--- src/rtl/i2s_rx_ctrl.sv ---
// I2S master receiver for a mono MEMS mic: divides aclk into bclk/wclk, captures the
// right-slot sample MSB-first and hands it out as a stream beat. Optional overrun_cnt via I2S_RX_OVERRUN_CNT_EN.
module i2s_rx_ctrl #(
  parameter int BCLK_DIV    = 4,
  parameter int SLOT_BITS   = 32,
  parameter int SAMPLE_BITS = 16
) (
  input  logic                   aclk,
  input  logic                   aresetn,
  input  logic                   enable,
  output logic                   bclk,
  output logic                   wclk,
  input  logic                   d_audio,
  output logic                   m_tvalid,
  output logic [SAMPLE_BITS-1:0] m_tdata,
  input  logic                   m_tready,
  output logic                   overrun,
  output logic                   busy
`ifdef I2S_RX_OVERRUN_CNT_EN
  ,
  output logic [7:0]             overrun_cnt
`endif
);

  localparam int DIV_W = (BCLK_DIV > 2) ? $clog2(BCLK_DIV) : 1;
  localparam int BIT_W = (SLOT_BITS > 2) ? $clog2(SLOT_BITS) : 1;
  localparam logic [DIV_W-1:0] DIV_LAST  = DIV_W'(BCLK_DIV - 1);
  localparam logic [DIV_W-1:0] DIV_HALF  = DIV_W'(BCLK_DIV / 2);
  localparam logic [BIT_W-1:0] SLOT_LAST = BIT_W'(SLOT_BITS - 1);
  localparam logic [BIT_W-1:0] LSB_BIT   = BIT_W'(SAMPLE_BITS);

  typedef enum logic [1:0] {
    ST_IDLE,
    ST_RUN,
    ST_DRAIN
  } state_t;

  state_t                  state;
  state_t                  state_next;
  logic [DIV_W-1:0]        div_cnt;
  logic [DIV_W-1:0]        div_inc;
  logic [BIT_W-1:0]        bit_cnt;
  logic [SAMPLE_BITS-1:0]  shift_reg;
  logic                    done_q;
  logic                    div_last;
  logic                    slot_last;
  logic                    fall_evt;
  logic                    start;
  logic                    cap_bit;
  logic                    lsb_evt;
  logic                    drop;

  assign div_inc   = div_cnt + 1'b1;
  assign div_last  = (div_cnt == DIV_LAST);
  assign slot_last = (bit_cnt == SLOT_LAST);
  assign start     = (state == ST_IDLE) && enable;
  assign busy      = (state != ST_IDLE);

  always_ff @(posedge aclk or negedge aresetn) begin
    if (!aresetn) begin
      state <= ST_IDLE;
    end else begin
      state <= state_next;
    end
  end

  // Stopping is only allowed at the end of the right slot so the bus idles on a frame boundary.
  always_comb begin
    state_next = state;
    fall_evt   = 1'b0;
    case (state)
      ST_IDLE: begin
        if (enable) state_next = ST_RUN;
      end
      ST_RUN: begin
        fall_evt = div_last;
        if (!enable) state_next = ST_DRAIN;
      end
      ST_DRAIN: begin
        fall_evt = div_last;
        if (enable) begin
          state_next = ST_RUN;
        end else if (div_last && !wclk && slot_last) begin
          state_next = ST_IDLE;
        end
      end
      default: state_next = ST_IDLE;
    endcase
  end

  // bclk is registered from the divider value that becomes current at the same edge.
  always_ff @(posedge aclk or negedge aresetn) begin
    if (!aresetn) begin
      div_cnt <= '0;
      bclk    <= 1'b0;
    end else if (start || (state_next == ST_IDLE)) begin
      div_cnt <= '0;
      bclk    <= 1'b0;
    end else if (div_last) begin
      div_cnt <= '0;
      bclk    <= 1'b0;
    end else begin
      div_cnt <= div_inc;
      bclk    <= (div_inc >= DIV_HALF);
    end
  end

  always_ff @(posedge aclk or negedge aresetn) begin
    if (!aresetn) begin
      bit_cnt <= '0;
      wclk    <= 1'b1;
    end else if (start) begin
      bit_cnt <= '0;
      wclk    <= 1'b1;
    end else if (fall_evt) begin
      if (slot_last) begin
        bit_cnt <= '0;
        wclk    <= ~wclk;
      end else begin
        bit_cnt <= bit_cnt + 1'b1;
      end
    end
  end

  // Slot bit 0 is the one-bclk I2S delay; the sample occupies bits 1..SAMPLE_BITS.
  assign cap_bit = fall_evt && !wclk && (bit_cnt != '0) && (bit_cnt <= LSB_BIT);
  assign lsb_evt = fall_evt && !wclk && (bit_cnt == LSB_BIT);

  always_ff @(posedge aclk or negedge aresetn) begin
    if (!aresetn) begin
      shift_reg <= '0;
      done_q    <= 1'b0;
    end else begin
      done_q <= lsb_evt;
      if (start) begin
        shift_reg <= '0;
      end else if (cap_bit) begin
        shift_reg <= {shift_reg[SAMPLE_BITS-2:0], d_audio};
      end
    end
  end

  assign drop = done_q && m_tvalid && !m_tready;

  // A completing sample may replace a beat that is being accepted in the same cycle.
  always_ff @(posedge aclk or negedge aresetn) begin
    if (!aresetn) begin
      m_tvalid <= 1'b0;
      m_tdata  <= '0;
    end else if (done_q && (!m_tvalid || m_tready)) begin
      m_tvalid <= 1'b1;
      m_tdata  <= shift_reg;
    end else if (m_tvalid && m_tready) begin
      m_tvalid <= 1'b0;
    end
  end

  always_ff @(posedge aclk or negedge aresetn) begin
    if (!aresetn) begin
      overrun <= 1'b0;
    end else if (start) begin
      overrun <= 1'b0;
    end else if (drop) begin
      overrun <= 1'b1;
    end
  end

`ifdef I2S_RX_OVERRUN_CNT_EN
  always_ff @(posedge aclk or negedge aresetn) begin
    if (!aresetn) begin
      overrun_cnt <= '0;
    end else if (start) begin
      overrun_cnt <= '0;
    end else if (drop && (overrun_cnt != 8'hFF)) begin
      overrun_cnt <= overrun_cnt + 8'd1;
    end
  end
`endif

endmodule

--- config.mk ---
export PLATFORM = sky130hd
export DESIGN_NAME = i2s_rx_ctrl
export DESIGN_NICKNAME = d
export VERILOG_FILES = /design/src/rtl/i2s_rx_ctrl.sv
export SDC_FILE = /design/constraint.sdc
export NUM_CORES = 1
export LEC_CHECK = 0
export BUFFER_PORTS_ARGS = -buffer_cell sky130_fd_sc_hd__buf_4
export CAP_MARGIN = 20
export CELL_PAD_IN_SITES_DETAIL_PLACEMENT = 1
export CELL_PAD_IN_SITES_GLOBAL_PLACEMENT = 1
export CORE_UTILIZATION = 45
export CTS_CLUSTER_SIZE = 8
export DETAILED_ROUTE_END_ITERATION = 10
export GPL_TIMING_DRIVEN = 0
export HOLD_SLACK_MARGIN = 0.12
export PLACE_DENSITY_LB_ADDON = 0.3
export SETUP_SLACK_MARGIN = 0.3
export SLEW_MARGIN = 20
export SYNTH_ARGS = -nofsm -noshare
export SYNTH_HDL_FRONTEND = slang
export SYNTH_SLANG_ARGS = --single-unit
--- constraint.sdc ---
create_clock -name aclk -period 1.95 [get_ports aclk]
set_input_delay 0.195 -clock aclk [delete_from_list [all_inputs] [get_ports aclk]]
set_output_delay 0.195 -clock aclk [all_outputs]
set_load 0.005 [all_outputs]
==> summary.md, run 1 <==
| Metric | Value |
|---|---|
| Status | finished, final reports clean |
| Row count | 23 |
| P_leak | between 1 and 1.5 nW |
| Slew Viols, Final | 0 |
| N_diodes | 0 |
| # H-tree levels | 2 |
| Final-report setup violation count | 0 |
| Distinct cells, synth | 31 |
| Slowest stage cell, crit path | dfrtp_1 |
| CTS Buf Count | 5 |
| Post-synth EDFFs | 0 |
| Share of layout cells above drive strength 1 | ~36% |
| Layout Utilization | 58.8% |
| Post-Syn Nets | roughly 180 |
| Inst Count DP | between 200 and 250 |
| Worst slew margin | approximately 60% |
| CTS tree | yes |
| Final period util | 84.7% |
| Setup Crit Path Kind | flop to flop |
| Setup slack, reg-to-reg | slightly below 0.3 ns |
| Buffers on Ports | 24 |
| Final Net Count | about 220 |
| CP required | 2.17 ns |
| CP Cell Sequence | inv_1 > ha_2 > nor3b_4 > xor2_1 > nor3_4 > buf_6 > mux2i_1 |
| Vias in the first global route | 1493 |
| Most used DFF post-synth | dfrtp_1 |
| Skew final | around 0.0043 ns |
| Final Worst Setup Slack | 0.298 ns |
| Unrepaired setup endpoints after global routing | true |
| Min-delay worst type | input port to flop |
| Critical Path Start | bit_cnt[0]$_DFFE_PN0P_ |
| Core area | 0.00414 sq mm |
| Max cap viols | 0 |
| Largest net degree at the start of global routing | 46 |
| Max clock buf depth | 2 |
| Final WL | 4.13 mm |
| Setup TNS Final | 0 ns |
| Max IR drop VDD | a little under 0.6 mV |
| Crit path capture | shift_reg[3]$_DFFE_PN0P_ |
| Mapped Cells | ~170 |
| P&R area growth vs syn | 22.0% |
| Worst R2R Path Depth | 7 |
| Initial core utilization | 48.2% |
| Global-route wire length before repair | ~6.9 mm |
| Finished Cell Area | 0.00244 sq mm |
| Die Area | about 0.0047 sq mm |
| Vertical die dimension | between 60 and 70 um |
| Place WS | ~0.021 ns |
| Post-route ant nets | 0 |
| Ys async rst share | 100% |
| Vias after detailed routing | between 1000 and 1500 |
| Most frequent cells in the layout | dfrtp_1, buf_4, nand2_1 |
| Hold depth | 3 |
| Critical Path Source Type | flop |
| WL/cell | approximately 16 um |
| Maximum net fanout on the critical path | 6 |
| Synth warn | 0 |
| HPWL Detailed | approximately 2.9 mm |
| RD Place Congestion | 0.737 |
| Clk_lat worst skew | around 0.30 ns |
| Slew at the pin closest to its max-slew limit | slightly below 0.6 ns |
| Global-route usage over all layers | around 21% |
| Worst path depth | 7 |
| P per Cell Area | between 900 and 1000 mW/mm^2 |
| Non-Filler Instances | between 200 and 300 |
| Delay-heaviest family, CP | flip-flops |
| Root Driver | clkbuf_8 |
| First drt pass iteration count | 4 |
| Commonest non-fill, non-tap cell in the layout | dfrtp_1 |
| Slowest stage delay, CP | between 0.4 and 0.5 ns |
| CP arrival | 1.88 ns |
| Vias per cell | around 5.3 |
| Hold Violations, Final | 0 |
| I/O Pins | 26 |
| Die span in x | about 69 um |
| #FFs+latches synth | 45 |
| Initial DRC count | slightly above 60 |
| Mapped Area | between 0.0015 and 0.002 sq mm |
| Clk pin slew, worst setup/hold paths | approximately 0.09 ns |
| Buf+Inv Stages, Crit Path | 2 |
| Crit Reg-Reg Endpoint | shift_reg[3]$_DFFE_PN0P_ |
| Drt drc | 0 |
| CTS Sinks | 45 |
| Worst R2R Start | bit_cnt[0]$_DFFE_PN0P_ |
| CP Capture Type | flop |
| GRT overflow | 0 |
| Initial antenna violation count | 0 |
| Sequential cell area fraction in the yosys report | a little under three fifths |
| Achievable frequency | between 600 and 700 MHz |
| Synth Area per Inst | around 12 sq um |
| Post-DP Area | 0.00227 sq mm |
| Tmin final | 1.65 ns |
[synthesized netlist by cell type (2+ instances only)]
| cell type | instances | area (sq um) |
|---|---|---|
| inv_1 | 7 | 26.3 |
| and3_2 | 2 | 15.0 |
| a31oi_1 | 2 | 12.5 |
| dfrtp_1 | 44 | 1100 |
| mux2i_1 | 16 | 160 |
| ha_1 | 8 | 100 |
| nor3_1 | 2 | 10.0 |
| buf_2 | 2 | 10.0 |
| nor2_1 | 7 | 26.3 |
| nand3_1 | 7 | 35.0 |
| clkbuf_1 | 2 | 7.51 |
| a21oi_1 | 7 | 35.0 |
| mux2_2 | 16 | 180 |
| nand2_1 | 25 | 93.8 |
| xor2_1 | 2 | 17.5 |
| o21ai_0 | 2 | 10.0 |
[per-layer routing]
| metal | wire [um] | up-vias | global-route usage (%) | part of all wire (%) |
|---|---|---|---|---|
| li1 | - | 644 | - | - |
| met1 | 1690 | 670 | 22.1 | 41 |
| met2 | 2220 | 28 | 38.5 | 54 |
| met3 | 161 | 6 | 5.26 | 3.9 |
| met4 | 58 | 0 | 7.81 | 1.4 |
| met5 | 0 | - | 0 | 0 |
[how the worst min path moves through the flow]
stage                     slack (ns)                   endpoint    start
after floorplan                -0.10             bclk$_DFF_PN0_  aresetn
after global placement          0.22    m_tdata[14]$_DFFE_PN0P_  aresetn
after detailed placement        0.23  shift_reg[13]$_DFFE_PN0P_  aresetn
after CTS                       0.16   shift_reg[0]$_DFFE_PN0P_  d_audio
after global routing            0.18   shift_reg[0]$_DFFE_PN0P_  d_audio
final                           0.17   shift_reg[0]$_DFFE_PN0P_  d_audio
[through the flow]
step	hold slack [ns]	power (mW)
CTS	0.161	2.25
global route	0.180	2.39
global placement	0.221	1.59
floorplan	-0.101	1.46
detailed placement	0.229	1.64
finish	0.173	2.25
[kinds of logic (layout without fill, tap and decap cells)]
kind of cell | Yosys count | count (layout) | synth area share, %
and+or+nand+nor | 52 | 52 | 13.0
xor gates and xnor gates | 2 | 2 | 0.877
muxes | 32 | 32 | 17.0
DFF | 45 | 45 | 56.4
adders and majority gates | 8 | 8 | 5.01
buffers and inverters | 12 | 49 | 3.19
AOI/OAI and AO/OA | 15 | 15 | 4.51
[final cells by class]
class / instances / area [sq um]
plain buffers: 5 / 38.8
clock buffers: 5 / 68.8
clock inverters: 3 / 21.3
fillers: 433 / 1710
inverters: 7 / 26.3
multi-input cells: 109 / 866
flip-flops and latches: 45 / 1130
well taps: 50 / 62.6
repair buffers: 29 / 224
[worst register-to-register path, stage by stage (launching register included)]
cell	delay, ns
dfrtp_1	0.41
inv_1	0.07
ha_2	0.18
nor3b_4	0.15
xor2_1	0.18
nor3_4	0.21
buf_6	0.18
mux2i_1	0.21
[where the power goes]
part | internal [mW] | total [mW] | switching (mW)
sequential | 0.996 | 1.08 | 0.0827
combinational | 0.253 | 0.578 | 0.326
clock | 0.254 | 0.591 | 0.336
total | 1.50 | 2.25 | 0.745
[repair_timing]
action | in CTS | in global routing
buffers inserted | 3 | 1
pin swaps | 5 | 1
endpoints found under the setup margin | 21 | 22
gates resized for setup | 7 | 3
endpoints found under the hold margin | 44 | 0
hold buffers | 1 | 0
Power figures use the tool's default switching activity.
==> inputs of run 2 (changes only) <==
==> constraint.sdc (replaced) <==
create_clock -name aclk -period 1.6 [get_ports aclk]
set_input_delay 0.16 -clock aclk [delete_from_list [all_inputs] [get_ports aclk]]
set_output_delay 0.16 -clock aclk [all_outputs]
set_load 0.005 [all_outputs]
==> run 2 against run 1 <==
The flow now finishes with violations (negative setup slack). Die area is the same. Sequential power is 19% higher. Worst hold slack worse by 0.0011 ns. Critical path type unchanged. Critical path depth is 2 higher. Clock power grew 44%. Worst setup slack got worse by 0.45 ns. Sequential share of layout area down 4.6 points.
==> summary.md, run 2 (synthesis gave the netlist of run 1 again) <==
| Metric | Value |
|---|---|
| Vertical die dimension | slightly below 70 um |
| Internal | between 2 and 2.5 mW |
| Skew final | 0.00738 ns |
| Setup TNS Final | -1.83 ns |
| First drt pass iteration count | 4 |
| Clk pin slew, worst setup/hold paths | ~0.08 ns |
| CP Capture Type | flop |
| Non-Filler Instances | about 270 |
| Final Net Count | between 200 and 250 |
| Die span in x | between 60 and 70 um |
| Busiest grt layer | met2 |
| Min-delay worst type | input port to flop |
| Unrepaired setup endpoints after global routing | true |
| P per Cell Area | roughly 1200 mW/mm^2 |
| Vias in the first global route | 1458 |
| Die Area | roughly 0.0047 sq mm |
| Root Driver | clkbuf_8 |
| Switching pwr | a little over 1 mW |
| GRT overflow | 0 |
| Place WS | -0.330 ns |
| RD Place Congestion | about 0.73 |
| Sw frac | about a third |
| Final period util | 109% |
| Inst Count DP | 240 |
| Commonest non-fill, non-tap cell in the layout | dfrtp_1 |
| Core area | ~0.0041 sq mm |
| Met3 GRT Util | a little under 5% |
| Most frequent cells in the layout | dfrtp_1, buf_4, nand2_1 |
| Status | finished with violations |
| Max cap viols | 0 |
| Maximum net fanout on the critical path | 5 |
| Achievable frequency | ~570 MHz |
| CP arrival | around 2.0 ns |
| Clk pwr share | between 20% and 30% |
| Initial DRC count | 73 |
| Max IR drop VDD | between 1 and 1.5 mV |
| Final Worst Setup Slack | -0.147 ns |
| Layout fillers | between 400 and 500 |
| Clk_lat worst skew | 0.29 ns |
| Tmin final | 1.75 ns |
| CTS Sinks | 45 |
| Worst R2R Path Depth | 9 |
| Setup Crit Path Kind | flop to flop |
| # H-tree levels | 2 |
| Row count | 23 |
| Met2 Resource Use GR | about two fifths |
| Final-report setup violation count | 19 |
| Global-route usage over all layers | 21.0% |
| Final WL | around 4.7 mm |
| Drt drc | 0 |
| N_diodes | 0 |
| WL/cell | 17.6 um |
| Vias per cell | 5.36 |
| Comb power frac | a little under a third |
| Worst slew margin | around 62% |
| Post-route ant nets | 0 |
| CTS Buf Count | 5 |
| Slew at the pin closest to its max-slew limit | ~0.57 ns |
| Critical Path Source Type | flop |
| I/O Pins | 26 |
| Post-DP Area | approximately 0.0023 sq mm |
| Vias after detailed routing | about 1400 |
| Flop pwr share | about two fifths |
| CP required | 1.81 ns |
| Largest net degree at the start of global routing | 46 |
| HPWL Detailed | approximately 2.8 mm |
| Power Total | roughly 3.1 mW |
| Hold Violations, Final | 0 |
| Share of layout cells above drive strength 1 | a little under half |
| CTS tree | yes |
| Setup slack, reg-to-reg | -0.15 ns |
| P_leak | between 1 and 1.5 nW |
| Slew Viols, Final | 0 |
| Initial antenna violation count | 0 |
| Hold depth | 3 |
| Global-route wire length before repair | about 6.9 mm |
| Max clock buf depth | 2 |
| Finished Cell Area | 0.00270 sq mm |
| P&R area growth vs syn | 35.3% |
| Initial core utilization | 48.2% |
| Buffers on Ports | 24 |
| Failing checks | negative setup slack |
| Met1 layer usage reported by global route | a little under a quarter |
-- run 2: changes by cell type in the layout (fill, tap and decap cells not counted), sizes merged --
| cell | change |
|---|---|
| buf | +11 |
| inv | -1 |
| clkbuf | +1 |
| bufinv | +1 |
-- run 2: path summary, 6_finish.rpt --
path                                         from                        end
max                        bit_cnt[1]$_DFFE_PN0P_  shift_reg[15]$_DFFE_PN0P_
min                                       d_audio   shift_reg[0]$_DFFE_PN0P_
max reg2reg                bit_cnt[1]$_DFFE_PN0P_  shift_reg[15]$_DFFE_PN0P_
min reg2reg                  div_cnt[0]$_DFF_PN0_       div_cnt[0]$_DFF_PN0_
max in group asynchronous                 aresetn         state[0]$_DFF_PN0_
min in group asynchronous                 aresetn   shift_reg[0]$_DFFE_PN0P_
-- run 2: cell type report --
type                            count  area (sq um)  share of cell area, %
Buffer                              5          50.0                   1.85
Clock buffer                        5          68.8                   2.55
Clock inverter                      3          46.3                   1.71
Inverter                            7          31.3                   1.16
Multi-Input combinational cell    109           955                   35.3
Sequential cell                    45          1130                   41.8
Tap cell                           50          62.6                   2.31
Timing Repair Buffer               41           360                   13.3
-- run 2: routing by layer --
layer  vias to the layer above  wire length [um]
met5                         -                 0
met2                        21              2630
li1                        670                 -
met1                       725              1890
met4                         0                32
met3                         4                99
-- run 2: critical path: stages, from the launching register on --
cell and delay, ns:
dfrtp_1 0.42, buf_6 0.14, inv_4 0.04, ha_4 0.11
nor3b_4 0.20, xor2_1 0.13, nor3_4 0.19, buf_6 0.14
buf_12 0.11, mux2i_1 0.20
-- run 2: power by group through the flow --
stage               clock network (mW)  registers [mW]  logic, mW
floorplan                            0            1.31      0.476
global placement                     0            1.32      0.621
detailed placement                   0            1.33      0.653
CTS                              0.888            1.29      0.839
global route                     0.931            1.30       1.10
finish                           0.853            1.29      0.997
-- run 2: through the flow --
step | hold WS, ns | util, %
after floorplan | -0.136 | -
after global placement | 0.185 | 55.0
after detailed placement | 0.194 | 55.0
after CTS | 0.126 | 63.0
after global routing | 0.163 | 65.2
final | 0.172 | 65.2
-- run 2: timing repair --
action,in CTS,in global routing
pin swaps,12,5
hold endpoints to repair,44,0
resized for setup,25,15
cloned,1,0
endpoints found under the setup margin,38,38
hold buffers,1,0
setup buffers,12,3
==> inputs of run 3 (changes only) <==
--- a/config.mk
+++ b/config.mk
@@ -16,6 +16,7 @@
 export HOLD_SLACK_MARGIN = 0.12
 export PLACE_DENSITY_LB_ADDON = 0.3
 export SETUP_SLACK_MARGIN = 0.3
+export SKIP_CTS_REPAIR_TIMING = 1
 export SLEW_MARGIN = 20
 export SYNTH_ARGS = -nofsm -noshare
 export SYNTH_HDL_FRONTEND = slang
==> constraint.sdc (replaced) <==
create_clock -name aclk -period 1.6 [get_ports aclk]
set_input_delay 0.16 -clock aclk [delete_from_list [all_inputs] [get_ports aclk]]
set_output_delay 0.16 -clock aclk [all_outputs]
set_load 0.05 [all_outputs]
==> run 3 against run 2 <==
The flow still finishes with violations (negative setup slack). Combinational power fell by 6.5%. Power shrank 0.39%. Via count shrank 0.70%. Clock power hardly changed. Sequential share of layout area rose by 0.63 points. Count of clock-buffer cells in the layout increased by 1. Critical path depth down 2. Worst setup slack got worse by 0.066 ns. Register-to-register slack got worse by 0.07 ns. Sequential power is 4% higher. Cell area shrank 1.2%. Critical path type unchanged. Largest power group unchanged. Highest routed layer unchanged.
==> summary.md, run 3 (synthesis gave the netlist of run 1 again) <==
| Metric | Value |
|---|---|
| Initial antenna violation count | 0 |
| Clk pin slew, worst setup/hold paths | around 0.080 ns |
| Clk_lat worst skew | 0.30 ns |
| P per Cell Area | 1170 mW/mm^2 |
| Buffers on Ports | 24 |
| First drt pass iteration count | 4 |
| Row count | 23 |
| Initial DRC count | 35 |
| Crit Reg-Reg Endpoint | shift_reg[2]$_DFFE_PN0P_ |
| Post-route ant nets | 0 |
| Vias per cell | around 5.5 |
| Critical Path Source Type | flop |
| Worst slew margin | between 60% and 70% |
| Global-route wire length before repair | approximately 6.9 mm |
| Vias in the first global route | around 1500 |
| Root Driver | clkbuf_8 |
| P_leak | approximately 1.3 nW |
| Setup TNS Final | -3.35 ns |
| Vias after detailed routing | roughly 1400 |
| CTS Sinks | 45 |
| CTS tree | yes |
| Hold Crit Endpoint | m_tvalid$_DFFE_PN0P_ |
| Setup slack, reg-to-reg | -0.21 ns |
| Setup Crit Path Kind | flop to flop |
| Commonest non-fill, non-tap cell in the layout | dfrtp_1 |
| CTS Buf Count | 5 |
| Max IR drop VDD | 0.721 mV |
| Max cap viols | 0 |
| N_diodes | 0 |
| Unrepaired setup endpoints after global routing | true |
| CP arrival | 2.02 ns |
| CP Capture Type | flop |
| Initial core utilization | 48.2% |
| Largest net degree at the start of global routing | 46 |
| Drt drc | 0 |
| Final Worst Setup Slack | -0.213 ns |
| Status | finished with violations |
| Final period util | 113% |
| WL/cell | roughly 19 um |
| Die span in x | just under 70 um |
| # H-tree levels | 2 |
| Place WS | -0.378 ns |
| Min-delay worst type | input port to flop |
| HPWL Detailed | around 3.1 mm |
| CP required | 1.80 ns |
| Tmin final | 1.81 ns |
| Skew final | about 0.011 ns |
| P&R area growth vs syn | 33.7% |
| Final Net Count | 220 |
| Share of layout cells above drive strength 1 | a little under half |
| Maximum net fanout on the critical path | 5 |
| Most frequent cells in the layout | dfrtp_1, buf_4, nand2_1 |
| GRT overflow | 0 |
| Worst R2R Path Depth | 7 |
| Vertical die dimension | 68.6 um |
| Achievable frequency | 552 MHz |
| Core area | between 0.004 and 0.005 sq mm |
| Slew Viols, Final | 0 |
| Die Area | ~0.0047 sq mm |
| Final-report setup violation count | 21 |
| Slew at the pin closest to its max-slew limit | ~0.57 ns |
| RD Place Congestion | 0.742 |
| Global-route usage over all layers | about a fifth |
| Failing checks | negative setup slack |
| Max clock buf depth | 2 |
| Final WL | roughly 5.0 mm |
| I/O Pins | 26 |
| Hold depth | 4 |
| Hold Violations, Final | 0 |
| Hold Startpoint | m_tready |
| Worst R2R Start | bit_cnt[0]$_DFFE_PN0P_ |
-- run 3: changes by cell type in the layout (fill, tap and decap cells not counted), sizes merged --
| cell | before | now |
|---|---|---|
| dlygate4sd3 | 1 | 2 |
| buf | 42 | 35 |
| inv | 7 | 6 |
-- run 3: layout make-up --
type	count	area, sq um
multi-input cells	109	1010
plain buffers	5	55.1
clock buffers	6	72.6
fillers	410	1470
flip-flops and latches	45	1130
well taps	50	62.6
inverters	7	30.0
repair buffers	34	268
clock inverters	2	38.8
-- run 3: through the flow --
step	hold slack [ns]	utilization (%)	area (sq um)	instances	power (mW)
2_1_floorplan	-0.136	-	2120	166	1.91
3_3_place_gp	0.185	57.1	2370	240	2.07
3_5_place_dp	0.196	57.1	2370	240	2.13
4_1_cts	-0.131	59.8	2480	248	2.98
5_1_grt	0.180	64.5	2670	258	3.28
6_report	0.161	64.5	2670	258	3.13
-- run 3: worst max path at each step --
stage,start,endpoint,slack (ns)
floorplan,bit_cnt[0]$_DFFE_PN0P_,shift_reg[10]$_DFFE_PN0P_,-0.13
finish,bit_cnt[0]$_DFFE_PN0P_,shift_reg[2]$_DFFE_PN0P_,-0.21
CTS,bit_cnt[0]$_DFFE_PN0P_,shift_reg[0]$_DFFE_PN0P_,-0.40
global placement,bit_cnt[0]$_DFFE_PN0P_,shift_reg[8]$_DFFE_PN0P_,-0.30
global route,bit_cnt[0]$_DFFE_PN0P_,shift_reg[13]$_DFFE_PN0P_,-0.30
detailed placement,bit_cnt[0]$_DFFE_PN0P_,shift_reg[10]$_DFFE_PN0P_,-0.38
-- run 3: worst max-delay path, stage by stage (launching register included) --
cell and delay [ns]:
dfrtp_2 0.47, inv_2 0.08, ha_4 0.12, nor3b_4 0.25
xor2_2 0.13, nor3_4 0.26, buf_4 0.17, mux2i_1 0.22
-- run 3: where the power goes --
part	internal [mW]	leakage, nW	switching (mW)
clock network	0.469	0.0554	0.384
logic	0.382	0.606	0.550
registers	1.21	0.606	0.128
total	2.06	1.27	1.06
-- run 3: routing by layer --
metal / vias to the layer above / share of wire [%] / global-route usage [%]
met4: 0 / 1.8 / 7.29
met3: 8 / 2.5 / 5.43
li1: 651 / - / -
met1: 725 / 43 / 24.4
met2: 26 / 53 / 35.9
met5: - / 0 / 0
